[src/rtl/clk_duty_meter_pkg.sv]
`default_nettype none
// ---------------------------------------------------------------------------
// clk_duty_meter_pkg : FSM state type and scaling constants for clk_duty_meter
// Rev 1.0
// ---------------------------------------------------------------------------
package clk_duty_meter_pkg;

  localparam int PCT_SCALE = 100;
  localparam int Q_W       = 7;

  typedef enum logic [2:0] {
    ST_IDLE      = 3'd0,
    ST_WAIT_RISE = 3'd1,
    ST_MEAS_HIGH = 3'd2,
    ST_MEAS_LOW  = 3'd3,
    ST_CALC      = 3'd4,
    ST_DONE      = 3'd5
  } state_t;

endpackage
`default_nettype wire

[src/rtl/clk_duty_meter_duty_div.sv]
`default_nettype none
// ---------------------------------------------------------------------------
// duty_div : 7-iteration restoring divider, quotient of high*100 / period
// Rev 1.0
// ---------------------------------------------------------------------------
module duty_div
  import clk_duty_meter_pkg::*;
#(
  parameter int CNT_W = 16
) (
  input  logic                   clk,
  input  logic                   rst,
  input  logic                   i_start,
  input  logic [CNT_W+Q_W-1:0]   i_dividend,
  input  logic [CNT_W-1:0]       i_divisor,
  output logic [Q_W-1:0]         o_quot,
  output logic                   o_done
);

  localparam int DW = CNT_W + Q_W;

  logic [DW-1:0]  r_rem, r_dsr;
  logic [DW-1:0]  w_rem, w_dsr, w_diff;
  logic [Q_W-1:0] r_quot, w_quot_in;
  logic [2:0]     r_cnt;
  logic           r_busy, r_done;
  logic           w_ge;

  // The first iteration runs on the start cycle itself, so the last
  // quotient bit is registered exactly Q_W-1 cycles after start.
  assign w_rem     = i_start ? i_dividend : r_rem;
  assign w_dsr     = i_start ? {1'b0, i_divisor, {(Q_W-1){1'b0}}} : r_dsr;
  assign w_quot_in = i_start ? '0 : r_quot;
  assign w_ge      = (w_rem >= w_dsr);
  assign w_diff    = w_rem - w_dsr;

  always_ff @(posedge clk) begin
    if (rst) begin
      r_rem  <= '0;
      r_dsr  <= '0;
      r_quot <= '0;
      r_cnt  <= '0;
      r_busy <= 1'b0;
      r_done <= 1'b0;
    end else begin
      r_done <= 1'b0;
      if (i_start || r_busy) begin
        r_rem  <= w_ge ? w_diff : w_rem;
        r_quot <= {w_quot_in[Q_W-2:0], w_ge};
        r_dsr  <= w_dsr >> 1;
        if (i_start) begin
          r_cnt  <= 3'(Q_W - 1);
          r_busy <= 1'b1;
        end else begin
          r_cnt <= r_cnt - 3'd1;
          if (r_cnt == 3'd1) begin
            r_busy <= 1'b0;
            r_done <= 1'b1;
          end
        end
      end
    end
  end

  assign o_quot = r_quot;
  assign o_done = r_done;

endmodule
`default_nettype wire

[src/rtl/clk_duty_meter.sv]
`default_nettype none
// ---------------------------------------------------------------------------
// clk_duty_meter : measures period and high time of sig_in in clk cycles;
// duty percentage only when CLK_DUTY_METER_DUTY_PCT_EN is defined.  Rev 1.0
// ---------------------------------------------------------------------------
module clk_duty_meter
  import clk_duty_meter_pkg::*;
#(
  parameter int CNT_W       = 16,
  parameter int SYNC_STAGES = 2
) (
  input  logic             clk,
  input  logic             rst,
  input  logic             sig_in,
  input  logic             start,
  output logic             busy,
  output logic             done,
  output logic [CNT_W-1:0] period_cnt,
  output logic [CNT_W-1:0] high_cnt,
  output logic [Q_W-1:0]   duty_pct,
  output logic             overflow
);

  localparam logic [CNT_W-1:0] c_one    = {{(CNT_W-1){1'b0}}, 1'b1};
  localparam logic [CNT_W-1:0] c_sat_m1 = {{(CNT_W-1){1'b1}}, 1'b0};

  logic [SYNC_STAGES-1:0] r_sync;
  logic                   r_sync_d;
  logic                   w_sync, w_rise, w_fall, w_ovf_hit;
  state_t                 r_state;
  logic [CNT_W-1:0]       r_period, r_high, r_wait;
  logic [CNT_W-1:0]       r_period_o, r_high_o;
  logic [Q_W-1:0]         r_duty;
  logic                   r_busy, r_done, r_overflow;

  always_ff @(posedge clk) begin
    if (rst) begin
      r_sync   <= '0;
      r_sync_d <= 1'b0;
    end else begin
      r_sync   <= {r_sync[SYNC_STAGES-2:0], sig_in};
      r_sync_d <= w_sync;
    end
  end

  assign w_sync = r_sync[SYNC_STAGES-1];
  assign w_rise = w_sync & ~r_sync_d;
  assign w_fall = ~w_sync & r_sync_d;

  // The counter would reach all-ones this cycle: abort the measurement.
  assign w_ovf_hit = ((r_state == ST_WAIT_RISE) && !w_rise && (r_wait == c_sat_m1)) ||
                     ((r_state == ST_MEAS_HIGH) && (r_period == c_sat_m1)) ||
                     ((r_state == ST_MEAS_LOW) && !w_rise && (r_period == c_sat_m1));

`ifdef CLK_DUTY_METER_DUTY_PCT_EN
  localparam logic [CNT_W+Q_W-1:0] c_scale = (CNT_W+Q_W)'(PCT_SCALE);

  logic                   w_div_start, w_div_done;
  logic [CNT_W+Q_W-1:0]   w_dividend;
  logic [Q_W-1:0]         w_quot;

  assign w_div_start = (r_state == ST_MEAS_LOW) && w_rise;
  assign w_dividend  = {{Q_W{1'b0}}, r_high} * c_scale;

  duty_div #(.CNT_W(CNT_W)) u_duty_div (
    .clk        (clk),
    .rst        (rst),
    .i_start    (w_div_start),
    .i_dividend (w_dividend),
    .i_divisor  (r_period),
    .o_quot     (w_quot),
    .o_done     (w_div_done)
  );
`endif

  always_ff @(posedge clk) begin
    if (rst) begin
      r_state    <= ST_IDLE;
      r_period   <= '0;
      r_high     <= '0;
      r_wait     <= '0;
      r_period_o <= '0;
      r_high_o   <= '0;
      r_duty     <= '0;
      r_busy     <= 1'b0;
      r_done     <= 1'b0;
      r_overflow <= 1'b0;
    end else begin
      r_done <= 1'b0;
      if (w_ovf_hit) begin
        r_state    <= ST_DONE;
        r_busy     <= 1'b0;
        r_done     <= 1'b1;
        r_overflow <= 1'b1;
        r_period_o <= '1;
        r_high_o   <= '1;
        r_duty     <= '0;
      end else begin
        case (r_state)
          ST_IDLE: if (start) begin
            r_state    <= ST_WAIT_RISE;
            r_busy     <= 1'b1;
            r_overflow <= 1'b0;
            r_wait     <= '0;
          end
          ST_WAIT_RISE: if (w_rise) begin
            r_state  <= ST_MEAS_HIGH;
            r_period <= c_one;
            r_high   <= c_one;
          end else begin
            r_wait <= r_wait + c_one;
          end
          ST_MEAS_HIGH: begin
            r_period <= r_period + c_one;
            if (w_fall) r_state <= ST_MEAS_LOW;
            else        r_high  <= r_high + c_one;
          end
          ST_MEAS_LOW: if (w_rise) begin
`ifdef CLK_DUTY_METER_DUTY_PCT_EN
            r_state <= ST_CALC;
`else
            r_state    <= ST_DONE;
            r_busy     <= 1'b0;
            r_done     <= 1'b1;
            r_period_o <= r_period;
            r_high_o   <= r_high;
            r_duty     <= '0;
`endif
          end else begin
            r_period <= r_period + c_one;
          end
          ST_CALC: begin
`ifdef CLK_DUTY_METER_DUTY_PCT_EN
            if (w_div_done) begin
              r_state    <= ST_DONE;
              r_busy     <= 1'b0;
              r_done     <= 1'b1;
              r_period_o <= r_period;
              r_high_o   <= r_high;
              r_duty     <= w_quot;
            end
`else
            r_state <= ST_IDLE;
`endif
          end
          ST_DONE: r_state <= ST_IDLE;
          default: r_state <= ST_IDLE;
        endcase
      end
    end
  end

  assign busy       = r_busy;
  assign done       = r_done;
  assign period_cnt = r_period_o;
  assign high_cnt   = r_high_o;
  assign duty_pct   = r_duty;
  assign overflow   = r_overflow;

endmodule
`default_nettype wire

[config.mk]
export PLATFORM = sky130hd
export DESIGN_NAME = clk_duty_meter
export DESIGN_NICKNAME = d
export VERILOG_FILES = /design/src/rtl/clk_duty_meter_pkg.sv /design/src/rtl/clk_duty_meter_duty_div.sv /design/src/rtl/clk_duty_meter.sv
export SDC_FILE = /design/constraint.sdc
export NUM_CORES = 1
export LEC_CHECK = 0
export CAP_MARGIN = 10
export CELL_PAD_IN_SITES_DETAIL_PLACEMENT = 0
export CELL_PAD_IN_SITES_GLOBAL_PLACEMENT = 1
export CORE_MARGIN = 8
export CORE_UTILIZATION = 35
export DETAILED_ROUTE_END_ITERATION = 16
export PLACE_DENSITY_LB_ADDON = 0.2
export SETUP_SLACK_MARGIN = 0.5
export SYNTH_ARGS = -nofsm -noshare
export SYNTH_HDL_FRONTEND = slang
export SYNTH_SLANG_ARGS = --single-unit
[constraint.sdc]
create_clock -name clk -period 2.6 [get_ports clk]
set_input_delay 0.52 -clock clk [delete_from_list [all_inputs] [get_ports clk]]
set_output_delay 0.52 -clock clk [all_outputs]
set_load 0.01 [all_outputs]
==> results of run 1 <==
==> cell type report <==
class	count	area, sq um
Clock inverter	2	15.0
Tap cell	147	184
Multi-Input combinational cell	349	2340
Fill cell	1220	6890
Clock buffer	14	244
Timing Repair Buffer	54	495
Inverter	13	48.8
Sequential cell	89	1790
==> cells in the final DEF, fill, tap and decap left out, types with 14 or more instances in the layout <==
master           count
buf_4               16
o31ai_1             14
a21oi_1             46
nor2_1              27
a21oi_2             20
dfxtp_1             86
mux2i_1             28
o21ai_0             20
clkdlybuf4s50_1     37
nand2_1             38
==> timing repair <==
action	CTS	global route
gates resized for setup	4	11
hold buffers	0	0
setup buffers	1	2
pin swaps	0	1
endpoints found under the setup margin	45	34
==> power groups by stage <==
stage	registers (mW)	logic (mW)	clock network, mW
2_1_floorplan	1.41	0.0905	0
3_3_place_gp	1.41	0.109	0
3_5_place_dp	1.41	0.111	0
4_1_cts	1.38	0.111	1.21
5_1_grt	1.39	0.130	1.26
6_report	1.38	0.117	1.16
==> layer usage <==
metal,track usage,share of wire
met3,0.0327,0.053
met2,0.203,0.45
met4,0.0644,0.019
met5,0,0
met1,0.166,0.48
==> logic make-up after synthesis <==
logic type / share of synthesized area
AO/OA/AOI/OAI: 0.200
adder cells (fa/ha/maj): 0.0146
other: 0.000874
flip-flops: 0.415
multiplexers: 0.0679
AND/OR/NAND/NOR: 0.218
buffers and inverters: 0.0592
XOR/XNOR: 0.0245
==> flip-flops by register name, summed over array words and instances (netlist names) <==
signal,cells
r_wait,16
busy,1
r_period,16
r_state,3
high_cnt,16
r_sync_d,1
done,1
overflow,1
period_cnt,16
r_high,16
r_sync,2
==> per-stage QoR <==
step / cell area (sq um) / util
finish: 5120 / 0.426
global route: 5120 / 0.426
CTS: 5050 / 0.421
detailed placement: 4780 / 0.398
global placement: 4780 / 0.398
floorplan: 4310 / -
==> worst paths after layout <==
path | startpoint | endpoint | depth (start not counted)
max | r_sync_d$_SDFF_PP0_ | r_high[10]$_SDFFE_PP0P_ | 5
min | r_sync[0]$_SDFF_PP0_ | r_sync[1]$_SDFF_PP0_ | 1
max reg2reg | r_sync_d$_SDFF_PP0_ | r_high[10]$_SDFFE_PP0P_ | 5
min reg2reg | r_sync[0]$_SDFF_PP0_ | r_sync[1]$_SDFF_PP0_ | 1
==> flow_summary.json, run 1 <==
{
  "synth.ff_latch_count": 89,
  "post_synth_most_frequent_cells": "dfxtp_1, a21oi_1, nand2_1",
  "period_minus_slack_ns": 1.99,
  "floorplan.die.height_microns": 127,
  "post_synth_instance_area_sq_mm": 0.00429,
  "comb_power_share": 0.044,
  "remaining_drc_errors": 0,
  "worstPathArrival_ns": 2.26,
  "cp-start-kind": "flip-flop",
  "pin_slew_with_the_least_headroom_to_its_limit_ns": 0.596,
  "maxCapViolations": 0,
  "stdcell_count": 668,
  "clkSlewWorstSetupHoldPaths_ns": 0.06,
  "clock-skew-final_ns": 0.00591,
  "area_growth_pct": 19.2,
  "die_extent_in_x_microns": 127,
  "numPlacedInstances": 649,
  "design_power_total_mw": 2.66,
  "wl_per_cell_microns": 15.1,
  "r2r_setup_slack_ns": 0.61,
  "fmax_mhz": 503,
  "final_antenna_net_count": 0,
  "crit_slowest_cell": "or3_1",
  "clock_sinks": 89,
  "final_critical_path_setup_slack_ns": 0.613,
  "worst_path_dominant_cell_family": "simple AND/OR/NAND/NOR gates",
  "synth_top_area_cell": "dfxtp_1",
  "worst_setup_path_end_kind": "flip-flop",
  "fin_hold_ws_ns": 0.454,
  "power_leakage_nw": 1.58,
  "outcome": "finished clean",
  "clock_latency_ns": 0.34,
  "finish.net_count": 525,
  "power.share.switching": 0.225,
  "timing_hold_violations_final": 0,
  "timing_max_transition_violations_final": 0,
  "grt_setup_unrepaired": "true",
  "via_per_inst": 5.37,
  "period_share": 0.764,
  "layout-drive-gt1-share": 0.148,
  "syn_avg_cell_area_sq_um": 8.96,
  "path_buf_inv": 0,
  "async_reset_ff_frac": 0,
  "yosysMostFrequentCell": "dfxtp_1",
  "post_synth_inst_count": 479,
  "power-per-cell-area_mw_per_mm2": 520,
  "ys_top_cells_by_area": "dfxtp_1, mux2i_1, a21oi_1, a21oi_2, nand2_1",
  "cts_buffer_depth": 2,
  "coreArea_sq_mm": 0.0120,
  "cts_tree": "built",
  "internal_power_mw": 2.06,
  "fp.dieArea_sq_mm": 0.0161,
  "overflow_after_grt": 0,
  "grt_first_pass_wirelength_mm": 17.2,
  "worst_path_largest_cell_delay_ns": 0.43,
  "required_ns": 2.87,
  "fin_setup_tns_ns": 0,
  "n_antenna_cell": 0,
  "synth_flop_cell": "dfxtp_1",
  "vias_in_the_first_global_route": 3434,
  "yosys.area.top_type_share": 0.415,
  "ir_drop_mv": 0.199,
  "drt_first_pass_iters": 4,
  "initial_core_util": 0.357,
  "vias": 3585,
  "gpl.final_weighted_congestion": 0.784,
  "synth.yosys.seq_area_share": 0.415,
  "grt_usage": 0.131,
  "drt_initial_violations": 219,
  "crit_chain": "nand3b_2, a2bb2oi_1, or3_1, or4_1, a21oi_1",
  "critPathMaxFanout": 7,
  "grt_antenna_before_repair": 0,
  "min-delay-path-class": "reg -> reg",
  "post-dp-hpwl_mm": 7.07,
  "grt_start_max_net_pins": 35,
  "routed_wl_mm": 10.1,
  "seqPwrFrac": 0.520,
  "io_buffer_count": 38,
  "yosys_synthesis_warning_count": 0,
  "switching_power_mw": 0.598,
  "io_pins": 46,
  "synth_edf_count": 0,
  "synth_cell_types": 59,
  "pre_cts_ws_ns": 0.261,
  "clockRootBuffer": "clkbuf_16",
  "h-tree-depth": 3,
  "critical_path_class": "reg -> reg",
  "cts_made_buffers": 9,
  "timing.final.setup_violations": 0,
  "clkPwrFrac": 0.435,
  "site_row_count": 40,
  "max_slew_margin": 0.601
}
No activity file was read; power rests on OpenSTA's default activity.
==> inputs of run 2 (changes only) <==
- clock period: 2.6 -> 2.1 ns (I/O delays scaled with it)
==> run 2 against run 1 <==
Compared with the run above:
- clock skew increased by 0.0017 ns
- critical endpoint is now r_state[2]$_SDFFE_PP0P_
- register-to-register slack got worse by 0.33 ns
- combinational power increased by 100%
- critical path type unchanged
- clock power increased by 47%
- die area unchanged
==> flow_summary.json, run 2 (synthesized netlist as in run 1, its figures left out) <==
{
  "pin_slew_with_the_least_headroom_to_its_limit_ns": 0.664,
  "crit_slowest_cell": "or3_4",
  "grt_start_max_net_pins": 28,
  "internal_power_mw": 2.82,
  "fmax_mhz": 550,
  "worstPathArrival_ns": 2.09,
  "drt_first_pass_iters": 4,
  "comb_power_share": 0.065,
  "routed_wl_mm": 12.5,
  "drt_initial_violations": 244,
  "critPathMaxFanout": 7,
  "remaining_drc_errors": 0,
  "io_buffer_count": 38,
  "maxCapViolations": 0,
  "clock-skew-final_ns": 0.00758,
  "fin_setup_tns_ns": 0,
  "area_growth_pct": 53.2,
  "clock_sinks": 89,
  "required_ns": 2.37,
  "period_minus_slack_ns": 1.82,
  "switching_power_mw": 0.822,
  "io_pins": 46,
  "grt_usage": 0.146,
  "critical_path_class": "reg -> reg",
  "timing_hold_violations_final": 0,
  "grt_first_pass_wirelength_mm": 18.9,
  "grt_antenna_before_repair": 0,
  "n_fill_cell": 1057,
  "power-per-cell-area_mw_per_mm2": 555,
  "worst_setup_path_end_kind": "flip-flop",
  "layout_common_cells": "dfxtp_1, buf_4, a21oi_2, nand2_1, dlygate4sd2_1",
  "vias": 3951,
  "clkSlewWorstSetupHoldPaths_ns": 0.06,
  "worst_r2r_path_depth": 8,
  "design_power_total_mw": 3.65,
  "cts_tree": "built",
  "wl_per_cell_microns": 16.8,
  "vias_in_the_first_global_route": 3762,
  "max_slew_margin": 0.557,
  "via_per_inst": 5.30,
  "most_frequent_standard_cell_in_the_layout_excluding_fill_and_tap_cells": "dfxtp_1",
  "final_antenna_net_count": 0,
  "finish.net_count": 602,
  "clock_latency_ns": 0.34,
  "seqPwrFrac": 0.467,
  "die_extent_in_x_microns": 127,
  "h-tree-depth": 3,
  "layout-drive-gt1-share": 0.443,
  "post-dp-hpwl_mm": 7.45,
  "outcome": "finished clean",
  "clkPwrFrac": 0.469,
  "worst_path_largest_cell_delay_ns": 0.40,
  "coreArea_sq_mm": 0.0120,
  "worstHoldPathCells": 1,
  "grt_setup_unrepaired": "true",
  "initial_core_util": 0.357,
  "timing_max_transition_violations_final": 0,
  "period_share": 0.866,
  "cts_made_buffers": 9,
  "cts_buffer_depth": 2,
  "power.share.switching": 0.225,
  "clockRootBuffer": "clkbuf_16",
  "floorplan.die.height_microns": 127,
  "site_row_count": 40,
  "gpl.final_weighted_congestion": 0.795,
  "timing.final.setup_violations": 0,
  "crit_chain": "buf_6, nand2b_4, or3_4, nor3_4, a21oi_4, buf_12, clkbuf_16, a21oi_2",
  "fp.dieArea_sq_mm": 0.0161,
  "min-delay-path-class": "reg -> reg",
  "power_leakage_nw": 2.38,
  "cp-start-kind": "flip-flop",
  "ir_drop_mv": 0.555,
  "n_antenna_cell": 0,
  "overflow_after_grt": 0
}
## run 2: cell types whose count changed in the layout (fill, tap and decap cells not counted), sizes merged, moves of 2 or more
cell and delta:
buf +69, clkdlybuf4s50 -35, dlygate4sd2 +35, bufinv +2
nor2 +2
## run 2: cell type report
type	count	area [sq um]	area share
flip-flops and latches	89	1840	0.280
well taps	147	184	0.0280
multi-input cells	353	2960	0.450
repair buffers	127	1230	0.187
clock inverters	5	80.1	0.0122
clock buffers	11	233	0.0354
inverters	13	51.3	0.00780
## run 2: power groups by stage
stage                     Sequential (mW)  Combinational [mW]  Clock [mW]
after CTS                            1.70               0.197        1.74
after detailed placement             1.75               0.167           0
after global routing                 1.70               0.255        1.83
final                                1.70               0.237        1.71
after floorplan                      1.75               0.127           0
after global placement               1.75               0.167           0
## run 2: worst max-delay path, delay by kind of cell, from the launching register on
family          cells  cell delay [ns]
simple gates        3             0.76
buf+inv             3             0.44
flops               1             0.36
compound gates      2             0.19
## run 2: per-stage QoR
stage / cell area [sq um] / utilization / hold WS, ns / worst slack [ns] / std cells
3_3_place_gp: 5040 / 0.420 / 0.439 / 0.0829 / 661
2_1_floorplan: 4500 / - / 0.414 / 0.391 / 485
5_1_grt: 6570 / 0.547 / 0.467 / 0.214 / 745
6_report: 6570 / 0.547 / 0.443 / 0.281 / 745
3_5_place_dp: 5040 / 0.420 / 0.431 / 0.0832 / 661
4_1_cts: 5880 / 0.489 / 0.443 / 0.309 / 713
## run 2: path summary, 6_finish.rpt
path,from,to,slack [ns]
worst min-delay path,r_sync[0]$_SDFF_PP0_,r_sync[1]$_SDFF_PP0_,0.44
worst min register to register,r_sync[0]$_SDFF_PP0_,r_sync[1]$_SDFF_PP0_,0.44
worst max-delay path,r_state[1]$_SDFFE_PP0P_,r_state[2]$_SDFFE_PP0P_,0.28
worst max register to register,r_state[1]$_SDFFE_PP0P_,r_state[2]$_SDFFE_PP0P_,0.28
## run 2: what timing repair did
action / in CTS / in global routing
cloned: 4 / 5
hold buffers: 0 / 0
endpoints found under the setup margin: 121 / 86
pin swaps: 23 / 61
resized for setup: 103 / 94
buffers inserted: 32 / 27
## run 2: per-layer routing
metal	global-route usage	up-vias	share of wire
met5	0	-	0
met1	0.170	1910	0.44
met4	0.0665	0	0.011
met2	0.245	57	0.51
li1	-	1976	-
met3	0.0390	8	0.046
==> inputs of run 3 (changes only) <==
- CORE_MARGIN: 8 -> 5
==> run 3 against run 2 <==
Compared with the run above:
- via count grew 0.66%
- combinational power is essentially flat
- fmax grew 2.3%
- highest routed layer unchanged
- wire length shrank 5.5%
- critical endpoint is now r_high[9]$_SDFFE_PP0P_
- core utilization shrank 0.86 points
- total power shrank 2.4%
- final cell count shrank 0.13%
- largest cell class unchanged
- count of clock-buffer cells in the layout grew 1
- die area shrank 9.2%
- non-clock buffer count is the same
- design area shrank 1.6%
==> flow_summary.json, run 3 (synthesized netlist as in run 1, its figures left out) <==
{
  "outcome": "finished clean",
  "ir_drop_mv": 0.347,
  "multi_input_comb_area_sq_mm": 0.00291,
  "cts_made_buffers": 9,
  "wl_per_cell_microns": 15.9,
  "hp-start": "r_sync[0]$_SDFF_PP0_",
  "n_fill_cell": 1063,
  "worstPathArrival_ns": 2.05,
  "layout-drive-gt1-share": 0.412,
  "fmax_mhz": 562,
  "clock-skew-final_ns": 0.00848,
  "r2r_setup_slack_ns": 0.32,
  "period_minus_slack_ns": 1.78,
  "ctsHoldBuffers": 0,
  "initial_core_util": 0.357,
  "clkSlewWorstSetupHoldPaths_ns": 0.06,
  "h-tree-depth": 3,
  "seqPwrFrac": 0.477,
  "grt_setup_unrepaired": "true",
  "r2r_end": "r_high[9]$_SDFFE_PP0P_",
  "place_area_sq_mm": 0.00511,
  "fp.dieArea_sq_mm": 0.0146,
  "vias": 3977,
  "grt_usage": 0.162,
  "cts_buffer_depth": 2,
  "grt_antenna_before_repair": 0,
  "switching_power_mw": 0.799,
  "fin_hold_ws_ns": 0.440,
  "min-delay-path-class": "reg -> reg",
  "design_area_sq_mm": 0.00647,
  "drt_initial_violations": 172,
  "most_frequent_standard_cell_in_the_layout_excluding_fill_and_tap_cells": "buf_4",
  "drt_first_pass_iters": 4,
  "worst_path_largest_cell_delay_ns": 0.43,
  "power_leakage_nw": 2.36,
  "worst_setup_path_end_kind": "flip-flop",
  "post-dp-hpwl_mm": 7.55,
  "maxCapViolations": 0,
  "timing.hold.worst_endpoint": "r_sync[1]$_SDFF_PP0_",
  "cts_tree": "built",
  "numPlacedInstances": 669,
  "vias_in_the_first_global_route": 3727,
  "crit_chain": "nand4_1, buf_4, or3_4, or4_4, a21oi_2",
  "stdcell_count": 744,
  "layout_common_cells": "buf_4, dfxtp_1, nand2_1, dlygate4sd2_1",
  "comb_power_share": 0.067,
  "final_critical_path_setup_slack_ns": 0.322,
  "clock_sinks": 89,
  "period_share": 0.847,
  "worstHoldPathCells": 1,
  "final_antenna_net_count": 0,
  "rr_startpoint": "r_high[6]$_SDFFE_PP0P_",
  "grt_first_pass_wirelength_mm": 19.1,
  "design_power_total_mw": 3.56,
  "timing.final.setup_violations": 0,
  "final_util": 0.539,
  "routed_wl_mm": 11.8,
  "sequential_cell_area_sq_mm": 0.00185,
  "power-per-cell-area_mw_per_mm2": 550,
  "n_antenna_cell": 0,
  "site_row_count": 40,
  "die_extent_in_x_microns": 121,
  "area_growth_pct": 50.8,
  "fin_setup_tns_ns": 0,
  "timing_hold_violations_final": 0,
  "critPathMaxFanout": 5,
  "internal_power_mw": 2.76,
  "io_pins": 46,
  "floorplan.die.height_microns": 121,
  "cp-start-kind": "flip-flop",
  "finish.net_count": 602,
  "via_per_inst": 5.35,
  "clkPwrFrac": 0.457,
  "grt_start_max_net_pins": 25,
  "power.share.switching": 0.225,
  "gpl.final_weighted_congestion": 0.839,
  "worst_r2r_path_depth": 5,
  "remaining_drc_errors": 0,
  "clockRootBuffer": "clkbuf_16",
  "crit_slowest_cell": "or4_4",
  "io_buffer_count": 38,
  "critical_path_class": "reg -> reg",
  "pre_cts_ws_ns": 0.0830,
  "clock_latency_ns": 0.34,
  "coreArea_sq_mm": 0.0120,
  "required_ns": 2.37,
  "overflow_after_grt": 0,
  "timing_max_transition_violations_final": 0
}
run 3: changes by cell type in the layout (fill, tap and decap cells not counted), moves of 3 or more:
cell / delta
a21oi_1: +9
a21oi_2: -9
buf_4: +5
dfxtp_2: -5
dfxtp_4: +5
or4_1: +4
or4_4: -4
buf_6: -3
nand2_2: -3
or3_1: +3
or3_4: -3
run 3: metal layers:
metal / share of wire / global-route usage
met4: 0.014 / 0.0489
met3: 0.036 / 0.0421
met2: 0.50 / 0.263
met5: 0 / 0
met1: 0.45 / 0.210
run 3: final cells by class:
class / instances / area share
inverter: 13 / 0.00793
multi-input combinational: 353 / 0.450
timing repair buffer: 127 / 0.181
clock buffer: 12 / 0.0396
clock inverter: 3 / 0.00619
tap: 147 / 0.0284
sequential: 89 / 0.286
run 3: critical path: cells and delay by family, from the launching register on:
family	cells	cell delay, ns
buffers and inverters	1	0.21
AOI/OAI and AO/OA	1	0.13
DFF	1	0.36
and+or+nand+nor	3	1.01
run 3: how the worst max path moves through the flow:
| stage | startpoint | to | cells after the start |
|---|---|---|---|
| after floorplan | r_period[2]$_SDFFE_PP0P_ | period_cnt[10]$_SDFFE_PP0P_ | 7 |
| after global placement | start | r_wait[2]$_SDFFE_PP0P_ | 5 |
| after detailed placement | start | r_wait[9]$_SDFFE_PP0P_ | 6 |
| after CTS | r_period[0]$_SDFFE_PP0P_ | r_high[9]$_SDFFE_PP0P_ | 8 |
| after global routing | r_period[13]$_SDFFE_PP0P_ | high_cnt[4]$_SDFFE_PP0P_ | 7 |
| final | r_high[6]$_SDFFE_PP0P_ | r_high[9]$_SDFFE_PP0P_ | 5 |
run 3: what timing repair did:
action / in CTS / in global routing
setup buffers: 38 / 16
gates resized for setup: 120 / 58
gates cloned: 3 / 3
setup endpoints to repair: 119 / 86
pin swaps: 44 / 38
run 3: power groups by stage:
stage	logic [mW]	registers (mW)	clock network, mW
after floorplan	0.127	1.75	0
after detailed placement	0.171	1.75	0
after CTS	0.225	1.70	1.68
final	0.237	1.70	1.62
after global placement	0.169	1.75	0
after global routing	0.257	1.70	1.75
